File: config.mk
export PLATFORM = sky130hd
export DESIGN_NAME = fmap_mem_arbiter
export DESIGN_NICKNAME = d
export VERILOG_FILES = /design/src/rtl/fmap_mem_arbiter_pkg.sv /design/src/rtl/fmap_mem_arbiter_rr_pick.sv /design/src/rtl/fmap_mem_arbiter.sv
export SDC_FILE = /design/constraint.sdc
export NUM_CORES = 1
export LEC_CHECK = 0
export BUFFER_PORTS_ARGS = -buffer_cell sky130_fd_sc_hd__clkbuf_2
export CORE_ASPECT_RATIO = 0.75
export CORE_MARGIN = 3
export CORE_UTILIZATION = 33
export DETAILED_ROUTE_END_ITERATION = 10
export GPL_ROUTABILITY_DRIVEN = 0
export PLACE_DENSITY = 0.84
export SYNTH_ARGS = -nofsm -noshare
export SYNTH_HDL_FRONTEND = slang
export SYNTH_HIERARCHICAL = 1
export SYNTH_SLANG_ARGS = --single-unit
File: constraint.sdc
create_clock -name i_clk -period 3.1 [get_ports i_clk]
set_input_delay 0.155 -clock i_clk [delete_from_list [all_inputs] [get_ports i_clk]]
set_output_delay 0.155 -clock i_clk [all_outputs]
set_load 0.005 [all_outputs]
File: src/rtl/fmap_mem_arbiter_pkg.sv
// Shared constants and types for the feature-map RAM arbiter:
// requester indices, FSM state encoding and a one-hot decode helper.
package fmap_arb_pkg;

    localparam int unsigned N_REQ   = 4;
    localparam int unsigned REQ_CAM = 0;
    localparam int unsigned REQ_FET = 1;
    localparam int unsigned REQ_WB  = 2;
    localparam int unsigned REQ_AVE = 3;

    typedef enum logic {
        IDLE  = 1'b0,
        GRANT = 1'b1
    } arb_state_e;

    function automatic logic [1:0] onehot_to_idx(input logic [N_REQ-1:0] oh);
        logic [1:0] idx;
        idx = '0;
        for (int unsigned i = 0; i < N_REQ; i++) begin
            if (oh[i]) idx = i[1:0];
        end
        return idx;
    endfunction

endpackage

File: src/rtl/fmap_mem_arbiter_rr_pick.sv
// Combinational 4-way round-robin picker: first set request at or above
// the pointer (mod 4) wins; any_o flags that at least one request is set.
module rr_pick
    import fmap_arb_pkg::*;
(
    input  logic [N_REQ-1:0] req_i,
    input  logic [1:0]       ptr_i,
    output logic [N_REQ-1:0] gnt_o,
    output logic             any_o
);

    logic [1:0] idx;

    always_comb begin
        gnt_o = '0;
        idx   = '0;
        any_o = |req_i;
        for (int unsigned i = 0; i < N_REQ; i++) begin
            idx = ptr_i + i[1:0];
            if (gnt_o == '0 && req_i[idx]) gnt_o[idx] = 1'b1;
        end
    end

endmodule

File: src/rtl/fmap_mem_arbiter.sv
// Round-robin, burst-locked arbiter sharing the single-port feature-map RAM.
// Optional grant watchdog enabled by defining FMAP_ARB_WATCHDOG_EN.
module fmap_mem_arbiter
    import fmap_arb_pkg::*;
#(
    parameter int unsigned ADDR_W   = 16,
    parameter int unsigned DATA_W   = 8,
    parameter int unsigned RD_LAT   = 1,
    parameter int unsigned WD_LIMIT = 255
) (
    input  logic                    i_clk,
    input  logic                    i_reset,
    input  logic [N_REQ-1:0]        i_req,
    input  logic [N_REQ-1:0]        i_valid,
    input  logic [N_REQ-1:0]        i_last,
    input  logic [N_REQ-1:0]        i_we,
    input  logic [N_REQ*ADDR_W-1:0] i_addr,
    input  logic [N_REQ*DATA_W-1:0] i_wdata,
    output logic [N_REQ-1:0]        o_gnt,
    output logic                    o_mem_en,
    output logic                    o_mem_we,
    output logic [ADDR_W-1:0]       o_mem_addr,
    output logic [DATA_W-1:0]       o_mem_wdata,
    input  logic [DATA_W-1:0]       i_mem_rdata,
    output logic [DATA_W-1:0]       o_rdata,
    output logic [N_REQ-1:0]        o_rvalid,
    output logic                    o_wd_err
);

    arb_state_e                    state_q, state_d;
    logic [N_REQ-1:0]              gnt_q, gnt_d;
    logic [1:0]                    ptr_q, ptr_d;
    logic [RD_LAT-1:0][N_REQ-1:0]  rtag_q;

    logic [1:0]        gnt_idx, pick_ptr;
    logic [N_REQ-1:0]  pick_gnt, rd_push;
    logic              pick_any, valid_k, last_k, req_k, we_k;
    logic              release_w, wd_fire;
    logic [ADDR_W-1:0] addr_mux;
    logic [DATA_W-1:0] wdata_mux;

    assign gnt_idx = onehot_to_idx(gnt_q);
    assign valid_k = |(gnt_q & i_valid);
    assign last_k  = |(gnt_q & i_last);
    assign req_k   = |(gnt_q & i_req);
    assign we_k    = |(gnt_q & i_we);

    // gnt_q is zero in IDLE, so the muxed address/data read 0 without a grant
    always_comb begin
        addr_mux  = '0;
        wdata_mux = '0;
        for (int unsigned k = 0; k < N_REQ; k++) begin
            if (gnt_q[k]) begin
                addr_mux  = addr_mux  | i_addr[k*ADDR_W +: ADDR_W];
                wdata_mux = wdata_mux | i_wdata[k*DATA_W +: DATA_W];
            end
        end
    end

    assign o_gnt       = gnt_q;
    assign o_mem_en    = valid_k;
    assign o_mem_we    = valid_k & we_k;
    assign o_mem_addr  = addr_mux;
    assign o_mem_wdata = wdata_mux;

    assign release_w = (state_q == GRANT) && ((valid_k && last_k) || !req_k || wd_fire);
    // On release the picker already searches from k+1 so the next grant lands with no bubble
    assign pick_ptr  = (state_q == GRANT) ? gnt_idx + 2'd1 : ptr_q;

    rr_pick u_pick (
        .req_i (i_req),
        .ptr_i (pick_ptr),
        .gnt_o (pick_gnt),
        .any_o (pick_any)
    );

    always_comb begin
        state_d = state_q;
        gnt_d   = gnt_q;
        ptr_d   = ptr_q;
        case (state_q)
            IDLE: begin
                if (pick_any) begin
                    gnt_d   = pick_gnt;
                    state_d = GRANT;
                end
            end
            GRANT: begin
                if (release_w) begin
                    ptr_d = gnt_idx + 2'd1;
                    if (pick_any) begin
                        gnt_d = pick_gnt;
                    end else begin
                        gnt_d   = '0;
                        state_d = IDLE;
                    end
                end
            end
            default: begin
                gnt_d   = '0;
                state_d = IDLE;
            end
        endcase
    end

    always_ff @(posedge i_clk or negedge i_reset) begin
        if (!i_reset) begin
            state_q <= IDLE;
            gnt_q   <= '0;
            ptr_q   <= '0;
        end else begin
            state_q <= state_d;
            gnt_q   <= gnt_d;
            ptr_q   <= ptr_d;
        end
    end

    assign rd_push = (o_mem_en && !o_mem_we) ? gnt_q : '0;

    always_ff @(posedge i_clk or negedge i_reset) begin
        if (!i_reset) begin
            rtag_q <= '0;
        end else begin
            rtag_q[0] <= rd_push;
            for (int unsigned i = 1; i < RD_LAT; i++) begin
                rtag_q[i] <= rtag_q[i-1];
            end
        end
    end

    assign o_rvalid = rtag_q[RD_LAT-1];
    assign o_rdata  = (|o_rvalid) ? i_mem_rdata : '0;

`ifdef FMAP_ARB_WATCHDOG_EN
    localparam int unsigned WD_W = $clog2(WD_LIMIT + 1);

    logic [WD_W-1:0] wd_cnt_q, wd_cnt_d;
    logic            wd_err_q;

    assign wd_fire  = (state_q == GRANT) && !valid_k && (wd_cnt_q == WD_W'(WD_LIMIT - 1));
    assign wd_cnt_d = ((state_q == GRANT) && !valid_k && !release_w) ? wd_cnt_q + 1'b1 : '0;

    always_ff @(posedge i_clk or negedge i_reset) begin
        if (!i_reset) begin
            wd_cnt_q <= '0;
            wd_err_q <= 1'b0;
        end else begin
            wd_cnt_q <= wd_cnt_d;
            wd_err_q <= wd_err_q | wd_fire;
        end
    end

    assign o_wd_err = wd_err_q;
`else
    assign wd_fire  = 1'b0;
    assign o_wd_err = 1'b0;
`endif

endmodule
==> impl_metrics.csv, run 1 <==
group,metric,value,unit
run_status,status,"completed",
critical_path,arrival,3.14,ns
pwr,p_sw_frac,0.494,
pwr,p_comb_frac,0.840,
pwr,p_int,1.28,mW
yosys,synth_area,1650,um2
placement,port_buffers,163,
placement,dp_hpwl,5540,um
floorplanning,dieWidth,87.6,um
timing,timing.fmax,336,MHz
drt,avgViaCountPerCell,5.61,
layout,finish.utilization,0.576,
pwr,p_leak,1.47,nW
drt,routed_wl,6850,um
global_route,antenna_found_initial,0,
global_route,grt_overflow,0,
timing,hold_violations,0,
timing,finalCritPeriodShare,0.961,
pwr,pwr-share-seq,0.104,
critical_path,slowest_delay,0.40,ns
critical_path,worstPathCellList,"inv_1 -> a21oi_2 -> mux2_4 -> inv_1 -> ha_1 -> mux4_2 -> a21boi_1 -> a221o_2 -> o41ai_2 -> nand2_1 -> o2bb2ai_1",
yosys,synth_cell_types,49,
pwr,p_per_area,949,nW/um2
timing,worstMarginPinSlew,0.930,ns
cts,cts_buffer_depth,2,
cts,cts-root-buf,"clkbuf_8",
timing,fin_skew,0.00385,ns
global_route,grt_pass1_vias,2021,
layout,area_growth,61.7,%
cts,clkLatencyLatePin,0.24,ns
yosys,async_reset_ff_frac,1.00,
pwr,clkPwrFrac,0.056,
yosys,synth-seq-cells,11,
hold_path,worstHoldPathType,"in -> reg",
critical_path,cp_max_fo,5,
yosys,avgSynthCellArea,8.32,um2
layout,n_fill_cell,447,
global_route,globalRouteTotalUtil,0.202,
timing,fin_crit,2.98,ns
yosys,synth.yosys.seq_area_share,0.167,
pwr,p_switching,1.25,mW
drt,drc,0,
floorplanning,fp.coreArea,4620,um2
yosys,synth_edf_count,0,
critical_path,critical_path_class,"reg -> reg",
timing,setup_viol_count_final,0,
cts,cts_tree,"built",
drt,num_vias,2372,
global_route,grt_max_degree,27,
floorplanning,die_area,5880,um2
floorplanning,die_height,67.2,um
floorplanning,start_util,0.356,
cts,clock-sinks,11,
layout,antenna_cells,0,
critical_path,crit_top_cell,"inv_1",
layout,finalNetCount,497,
drt,wl_per_cell,16.2,um
critical_path,cp-end-kind,"flip-flop",
pwr,ir_drop,464,uV
cts,htreeDepth,1,
global_route,grt_pass1_wl,9470,um
hold_path,hp-start,"i_we[3]",
drt,drt-initial-drc-count,181,
floorplanning,rows,21,
run,drv_cap,0,
yosys,yosysWarningCount,6,
cts,numCtsBuffers,3,
critical_path,slowest_stage,"dfrtp_1",
yosys,netlist_instances,198,
yosys,syn_nets,328,
pwr,fin_total_pwr,2.53,mW
critical_path,worstSetupStartpoint,"o_gnt[2]",
cts,cts.clk_slew.worst_paths,0.05,ns
critical_path,reg2reg_from,"o_gnt[2]",
timing,slew_viol_final,0,
floorplanning,io_pins,165,
yosys,synthFlopType,"dfrtp_1",
layout,drive_gt1_frac,0.549,
critical_path,cp-start-kind,"flip-flop",
drt,dr.pass1.iters,6,
timing,slew_headroom,0.375,
critical_path,cp_data_required_time,3.26,ns
drt,ant_nets,0,
-- per-stage QoR --
step / instances / setup slack (ns) / instance area, um2 / setup TNS, ns / hold WS [ns]
after floorplan: 198 / 0.00427 / 1650 / 0 / -0.141
after global placement: 413 / 0.186 / 2530 / 0 / 0.0361
after detailed placement: 413 / -0.0248 / 2530 / -0.0248 / 0.0468
after CTS: 418 / 0.000710 / 2590 / 0 / 0.249
after global routing: 423 / -0.00800 / 2660 / -0.00800 / 0.269
final: 423 / 0.121 / 2660 / 0 / 0.251
-- cell usage in the layout (no fill, tap or decap), drive strengths merged, types with 2 or more instances in the layout --
master / n
dfrtp: 11
ha: 8
nand4: 2
nor3: 2
and2b: 3
o21ai: 2
nor2: 4
inv: 7
clkbuf: 167
buf: 13
mux4: 5
nor2b: 6
or2: 2
mux2: 6
a221oi: 2
a21oi: 3
a22oi: 56
o2111ai: 2
a32o: 2
or4: 3
and2: 5
o41ai: 2
a21boi: 2
nand2: 34
o2bb2ai: 4
-- cells in the mapped netlist, types with 3 or more instances --
cell	n	share of area
inv_1	7	0.016
ha_1	8	0.061
nor2_1	4	0.0091
mux4_2	3	0.041
nand2_1	34	0.078
o2bb2ai_1	4	0.021
mux2_2	4	0.027
buf_1	4	0.0091
a21oi_1	3	0.0091
a22oi_1	55	0.25
and2_1	5	0.019
nor2b_1	6	0.023
dfrtp_1	11	0.17
or4_1	3	0.014
buf_2	5	0.015
clkbuf_1	3	0.0068
and2b_1	3	0.014
-- power groups by stage --
| stage | Sequential (mW) | Combinational (mW) | Clock (mW) |
|---|---|---|---|
| floorplan | 0.237 | 1.35 | 0 |
| global placement | 0.256 | 1.92 | 0 |
| detailed placement | 0.259 | 1.98 | 0 |
| CTS | 0.257 | 2.00 | 0.145 |
| global route | 0.273 | 2.31 | 0.152 |
| finish | 0.263 | 2.12 | 0.143 |
-- critical path, delay by kind of cell (launching register included) --
| kind | cells | cell delay, ns |
|---|---|---|
| simple gates | 1 | 0.09 |
| mux | 2 | 0.57 |
| fa+ha+maj | 1 | 0.38 |
| compound gates | 5 | 1.27 |
| flops | 1 | 0.40 |
| buf+inv | 2 | 0.19 |
-- worst paths after layout --
kind / endpoint / slack, ns / cells past startpoint
max: o_gnt[0] / 0.12 / 11
min: o_rvalid[2] / 0.25 / 4
max reg2reg: o_gnt[0] / 0.12 / 11
min reg2reg: ptr_q[1] / 0.50 / 1
max in group asynchronous: ptr_q[1] / 2.55 / 2
min in group asynchronous: o_rvalid[0] / 0.33 / 2
-- flip-flops by register name, summed over array words and instances, names as in the netlist --
signal	flops
o_gnt	4
o_rvalid	4
ptr_q	2
state_q	1
-- kinds of logic after synthesis --
logic type	synth area share
AOI/OAI and AO/OA	0.417
and+or+nand+nor	0.196
buffers and inverters	0.0585
DFF	0.167
muxes	0.0980
adders and majority gates	0.0608
other	0.00228
-- per-layer routing --
metal,wire length [um],GRT usage
met5,0,0
met4,79,0.0498
met3,655,0.0256
met2,3310,0.333
met1,2810,0.281
-- cell type report --
class | instances | area [um2] | area share
timing repair buffer | 177 | 923 | 0.347
clock buffer | 4 | 45.0 | 0.0169
multi-input combinational | 167 | 1320 | 0.496
sequential | 11 | 275 | 0.103
inverter | 7 | 26.3 | 0.00987
tap | 57 | 71.3 | 0.0268
-- timing repair --
action	4_1_cts	5_1_grt
gates resized for setup	1	5
endpoints found under the setup margin	1	3
setup buffers	0	4
cloned	0	1
pin swaps	0	2
endpoints found under the hold margin	11	0
hold buffers	1	0
Note: power is estimated with default switching activity, not from simulation.
==> run 2: changes to the inputs <==
--- a/config.mk
+++ b/config.mk
@@ -9,6 +9,7 @@
 export CORE_ASPECT_RATIO = 0.75
 export CORE_MARGIN = 3
 export CORE_UTILIZATION = 33
+export CTS_BUF_LIST = sky130_fd_sc_hd__clkbuf_16
 export DETAILED_ROUTE_END_ITERATION = 10
 export GPL_ROUTABILITY_DRIVEN = 0
 export PLACE_DENSITY = 0.84
==> impl_metrics.csv, run 2 (same netlist as run 1, synthesis figures left out) <==
group,metric,value,unit
drt,drt-initial-drc-count,180,
layout,finalNetCount,497,
global_route,grt_pass1_wl,9470,um
drt,ant_nets,0,
critical_path,cp_max_fo,5,
cts,cts.clk_slew.worst_paths,0.04,ns
critical_path,critical_path_class,"reg -> reg",
pwr,p_per_area,972,nW/um2
placement,port_buffers,163,
floorplanning,fp.coreArea,4620,um2
floorplanning,rows,21,
layout,area_growth,63.8,%
timing,final.setup.tns,0,ns
global_route,globalRouteTotalUtil,0.202,
floorplanning,start_util,0.356,
cts,numCtsBuffers,3,
hold_path,worstHoldPathType,"in -> reg",
layout,final_cell_mix,"clkbuf_2, a22oi_1, nand2_1",
floorplanning,dieWidth,87.6,um
global_route,antenna_found_initial,0,
global_route,grt_pass1_vias,2022,
pwr,p_switching,1.26,mW
layout,final_common_cell,"clkbuf_2",
timing,fin_skew,0.00254,ns
cts,clkLatencyLatePin,0.23,ns
layout,drive_gt1_frac,0.549,
global_route,grt_overflow,0,
drt,wl_per_cell,16.3,um
pwr,p_int,1.36,mW
timing,worstMarginPinSlew,0.934,ns
drt,num_vias,2387,
critical_path,ff2ff_path_depth,11,
pwr,p_sw_frac,0.482,
drt,drc,0,
hold_path,holdPathEnd,"o_rvalid[2]",
critical_path,reg2reg_slack,0.12,ns
critical_path,reg2reg_from,"o_gnt[2]",
timing,hold_violations,0,
critical_path,cp_data_required_time,3.25,ns
pwr,pwr-share-seq,0.101,
pwr,fin_total_pwr,2.62,mW
cts,clock-sinks,11,
timing,layout_setup_ws,0.117,ns
floorplanning,io_pins,165,
pwr,clkPwrFrac,0.087,
global_route,grt_max_degree,27,
floorplanning,die_height,67.2,um
critical_path,arrival,3.14,ns
critical_path,cp-end-kind,"flip-flop",
timing,finalCritPeriodShare,0.962,
cts,cts-root-buf,"clkbuf_16",
drt,avgViaCountPerCell,5.64,
drt,routed_wl,6910,um
critical_path,cp-start-kind,"flip-flop",
pwr,p_leak,1.49,nW
run,drv_cap,0,
drt,dr.pass1.iters,7,
cts,htreeDepth,1,
hold_path,holdPathStages,4,
timing,setup_viol_count_final,0,
floorplanning,die_area,5880,um2
timing,slew_viol_final,0,
cts,cts_buffer_depth,2,
pwr,ir_drop,472,uV
timing,slew_headroom,0.372,
run_status,status,"completed",
placement,pre_cts_slack,-0.0248,ns
layout,antenna_cells,0,
cts,cts_tree,"built",
hold_path,hp-start,"i_we[3]",
timing,fin_crit,2.98,ns
critical_path,timing.rr.end,"o_gnt[0]",
placement,dp_hpwl,5540,um
timing,timing.fmax,335,MHz
pwr,p_comb_frac,0.812,
==> run 2: power by group through the flow <==
stage          Clock (mW)  Sequential, mW  Combinational, mW
4_1_cts             0.233           0.257               2.00
6_report            0.228           0.264               2.13
3_5_place_dp            0           0.259               1.98
5_1_grt             0.238           0.273               2.31
2_1_floorplan           0           0.237               1.35
3_3_place_gp            0           0.256               1.92
==> run 2: worst max-delay path by stage <==
stage	from	end	slack [ns]
finish	o_gnt[2]	o_gnt[0]	0.12
floorplan	o_gnt[2]	o_gnt[0]	0.004
CTS	o_gnt[2]	o_gnt[0]	0.003
detailed placement	o_gnt[1]	o_gnt[0]	-0.02
global route	o_gnt[2]	o_gnt[2]	-0.006
global placement	o_gnt[1]	o_gnt[0]	0.19
==> run 2: timing repair <==
item | in CTS | in global routing
hold buffers | 1 | 0
cloned | 0 | 1
setup buffers | 0 | 4
endpoints found under the hold margin | 11 | 0
resized for setup | 1 | 5
setup endpoints to repair | 1 | 3
pin swaps | 0 | 2
==> run 2: layer usage <==
layer	up-vias	share of wire	track usage
li1	1121	-	-
met5	-	0	0
met3	8	0.090	0.0280
met1	1106	0.42	0.279
met2	152	0.48	0.334
met4	0	0.011	0.0498
==> run 2: worst max-delay path, cell delays in order, from the launching register on <==
cell	delay, ns
dfrtp_1	0.39
inv_1	0.09
a21oi_2	0.18
mux2_4	0.21
inv_1	0.10
ha_1	0.37
mux4_2	0.37
a21boi_1	0.20
a221o_2	0.40
o41ai_2	0.34
nand2_1	0.09
o2bb2ai_1	0.16
==> run 2: through the flow <==
| stage | std cells | instance area [um2] | hold slack (ns) | util |
|---|---|---|---|---|
| after floorplan | 198 | 1650 | -0.141 | - |
| after global placement | 413 | 2530 | 0.0361 | 0.547 |
| after detailed placement | 413 | 2530 | 0.0468 | 0.547 |
| after CTS | 418 | 2620 | 0.259 | 0.567 |
| after global routing | 423 | 2700 | 0.279 | 0.583 |
| final | 423 | 2700 | 0.259 | 0.583 |
==> run 2: final cells by class <==
type	instances	area, um2
fill	444	1930
clock inverter	1	3.75
clock buffer	3	75.1
multi-input combinational	167	1320
tap	57	71.3
timing repair buffer	177	923
sequential	11	275
inverter	7	26.3
==> run 3: changes to the inputs <==
--- a/config.mk
+++ b/config.mk
@@ -6,13 +6,15 @@
 export NUM_CORES = 1
 export LEC_CHECK = 0
 export BUFFER_PORTS_ARGS = -buffer_cell sky130_fd_sc_hd__clkbuf_2
+export CELL_PAD_IN_SITES_DETAIL_PLACEMENT = 0
+export CELL_PAD_IN_SITES_GLOBAL_PLACEMENT = 1
 export CORE_ASPECT_RATIO = 0.75
 export CORE_MARGIN = 3
-export CORE_UTILIZATION = 33
+export CORE_UTILIZATION = 21
 export CTS_BUF_LIST = sky130_fd_sc_hd__clkbuf_16
 export DETAILED_ROUTE_END_ITERATION = 10
 export GPL_ROUTABILITY_DRIVEN = 0
-export PLACE_DENSITY = 0.84
+export PLACE_DENSITY = 0.83
 export SYNTH_ARGS = -nofsm -noshare
 export SYNTH_HDL_FRONTEND = slang
 export SYNTH_HIERARCHICAL = 1
==> impl_metrics.csv, run 3 (same netlist as run 1, synthesis figures left out) <==
group,metric,value,unit
run_status,status,"completed",
cts,cts.clk_slew.worst_paths,0.04,ns
global_route,grt_pass1_wl,9160,um
placement,pre_cts_slack,0.154,ns
critical_path,worstPathCellList,"nor2_1 -> nor2_1 -> mux2_4 -> buf_4 -> mux4_2 -> a21bo_1 -> o2111ai_2 -> nand4_1 -> o41ai_2 -> nand2_1 -> o2bb2ai_1",
drt,drc,0,
cts,htreeDepth,1,
floorplanning,fp.coreArea,7470,um2
drt,num_vias,2235,
global_route,grt_overflow,0,
drt,routed_wl,6860,um
layout,instances_no_fill,465,
placement,dp.cells,456,
timing,finalCritPeriodShare,0.940,
pwr,p_per_area,957,nW/um2
critical_path,arrival,3.08,ns
timing,timing.fmax,343,MHz
layout,fin_area,2730,um2
timing,fin_skew,0.00252,ns
critical_path,critical_path_class,"reg -> reg",
timing,slew_viol_final,0,
timing,holdWs,0.240,ns
layout,drive_gt1_frac,0.549,
critical_path,cp_data_required_time,3.26,ns
timing,slew_headroom,0.356,
pwr,ir_drop,332,uV
run,drv_cap,0,
floorplanning,start_util,0.221,
placement,placed_area,2580,um2
layout,final_cell_mix,"clkbuf_2, a22oi_1, nand2_1",
critical_path,path_buf_inv,1,
floorplanning,die_area,8950,um2
critical_path,cp-end-kind,"flip-flop",
global_route,grt_pass1_vias,1900,
critical_path,cp-start-kind,"flip-flop",
drt,drt-initial-drc-count,155,
critical_path,crit_top_cell,"nor2_1",
timing,layout_setup_ws,0.186,ns
drt,ant_nets,0,
critical_path,crit_family,"compound AO/OA/AOI/OAI gates",
timing,hold_violations,0,
placement,dp_hpwl,5520,um
drt,wl_per_cell,14.8,um
layout,area_growth,65.7,%
floorplanning,dieWidth,108,um
layout,antenna_cells,0,
hold_path,worstHoldPathType,"in -> reg",
cts,cts_buffer_depth,2,
timing,setup_viol_count_final,0,
pwr,fin_total_pwr,2.61,mW
cts,cts-root-buf,"clkbuf_16",
cts,clock-sinks,11,
layout,final_common_cell,"clkbuf_2",
cts,clkLatencyLatePin,0.24,ns
placement,port_buffers,163,
layout,finalNetCount,495,
floorplanning,die_height,82.7,um
critical_path,slowest_stage,"mux4_2",
cts,numCtsBuffers,3,
timing,fin_crit,2.91,ns
global_route,antenna_found_initial,0,
critical_path,slowest_delay,0.55,ns
pwr,p_leak,1.47,nW
global_route,grt_max_degree,32,
layout,finish.utilization,0.366,
floorplanning,rows,27,
critical_path,cp_max_fo,9,
drt,dr.pass1.iters,4,
global_route,globalRouteTotalUtil,0.129,
timing,worstMarginPinSlew,0.957,ns
floorplanning,io_pins,165,
cts,cts_tree,"built",
drt,avgViaCountPerCell,4.81,
timing,final.setup.tns,0,ns
## run 3: worst paths after layout
kind	startpoint	endpoint	slack (ns)	depth (start not counted)
min reg2reg	ptr_q[1]	ptr_q[1]	0.49	1
min in group asynchronous	i_reset	o_gnt[3]	0.35	2
max reg2reg	o_gnt[1]	o_gnt[2]	0.19	11
max in group asynchronous	i_reset	o_gnt[1]	2.53	2
max	o_gnt[1]	o_gnt[2]	0.19	11
min	i_we[3]	o_rvalid[2]	0.24	4
## run 3: worst register-to-register path: stages (launching register included)
cell and delay (ns):
dfrtp_1 0.39, nor2_1 0.11, nor2_1 0.07, mux2_4 0.29, buf_4 0.16, mux4_2 0.55
a21bo_1 0.26, o2111ai_2 0.21, nand4_1 0.20, o41ai_2 0.36, nand2_1 0.08, o2bb2ai_1 0.14
## run 3: power by group
group	switching, mW	internal (mW)	leakage, nW
sequential	0.0480	0.196	0.139
clock	0.0625	0.169	0.0423
combinational	1.13	1.00	1.28
total	1.24	1.37	1.47
## run 3: final cells by class
class                           instances  area (um2)
Multi-Input combinational cell        166        1310
Inverter                                7        26.3
Clock inverter                          1        3.75
Fill cell                             808        4740
Sequential cell                        11         275
Timing Repair Buffer                  176         916
Clock buffer                            3        75.1
Tap cell                              101         126
## run 3: repair_timing
item,CTS,global route
gates resized for setup,0,7
endpoints found under the hold margin,11,0
buffers inserted,0,4
hold buffers,1,0
endpoints found under the setup margin,0,4
## run 3: routing by layer
metal | vias to the layer above | routed length, um | share of wire | track usage
li1 | 1113 | - | - | -
met1 | 1039 | 3030 | 0.44 | 0.185
met2 | 81 | 3270 | 0.48 | 0.181
met3 | 2 | 536 | 0.078 | 0.0451
met4 | 0 | 29 | 0.0042 | 0.0328
met5 | - | 0 | 0 | 0
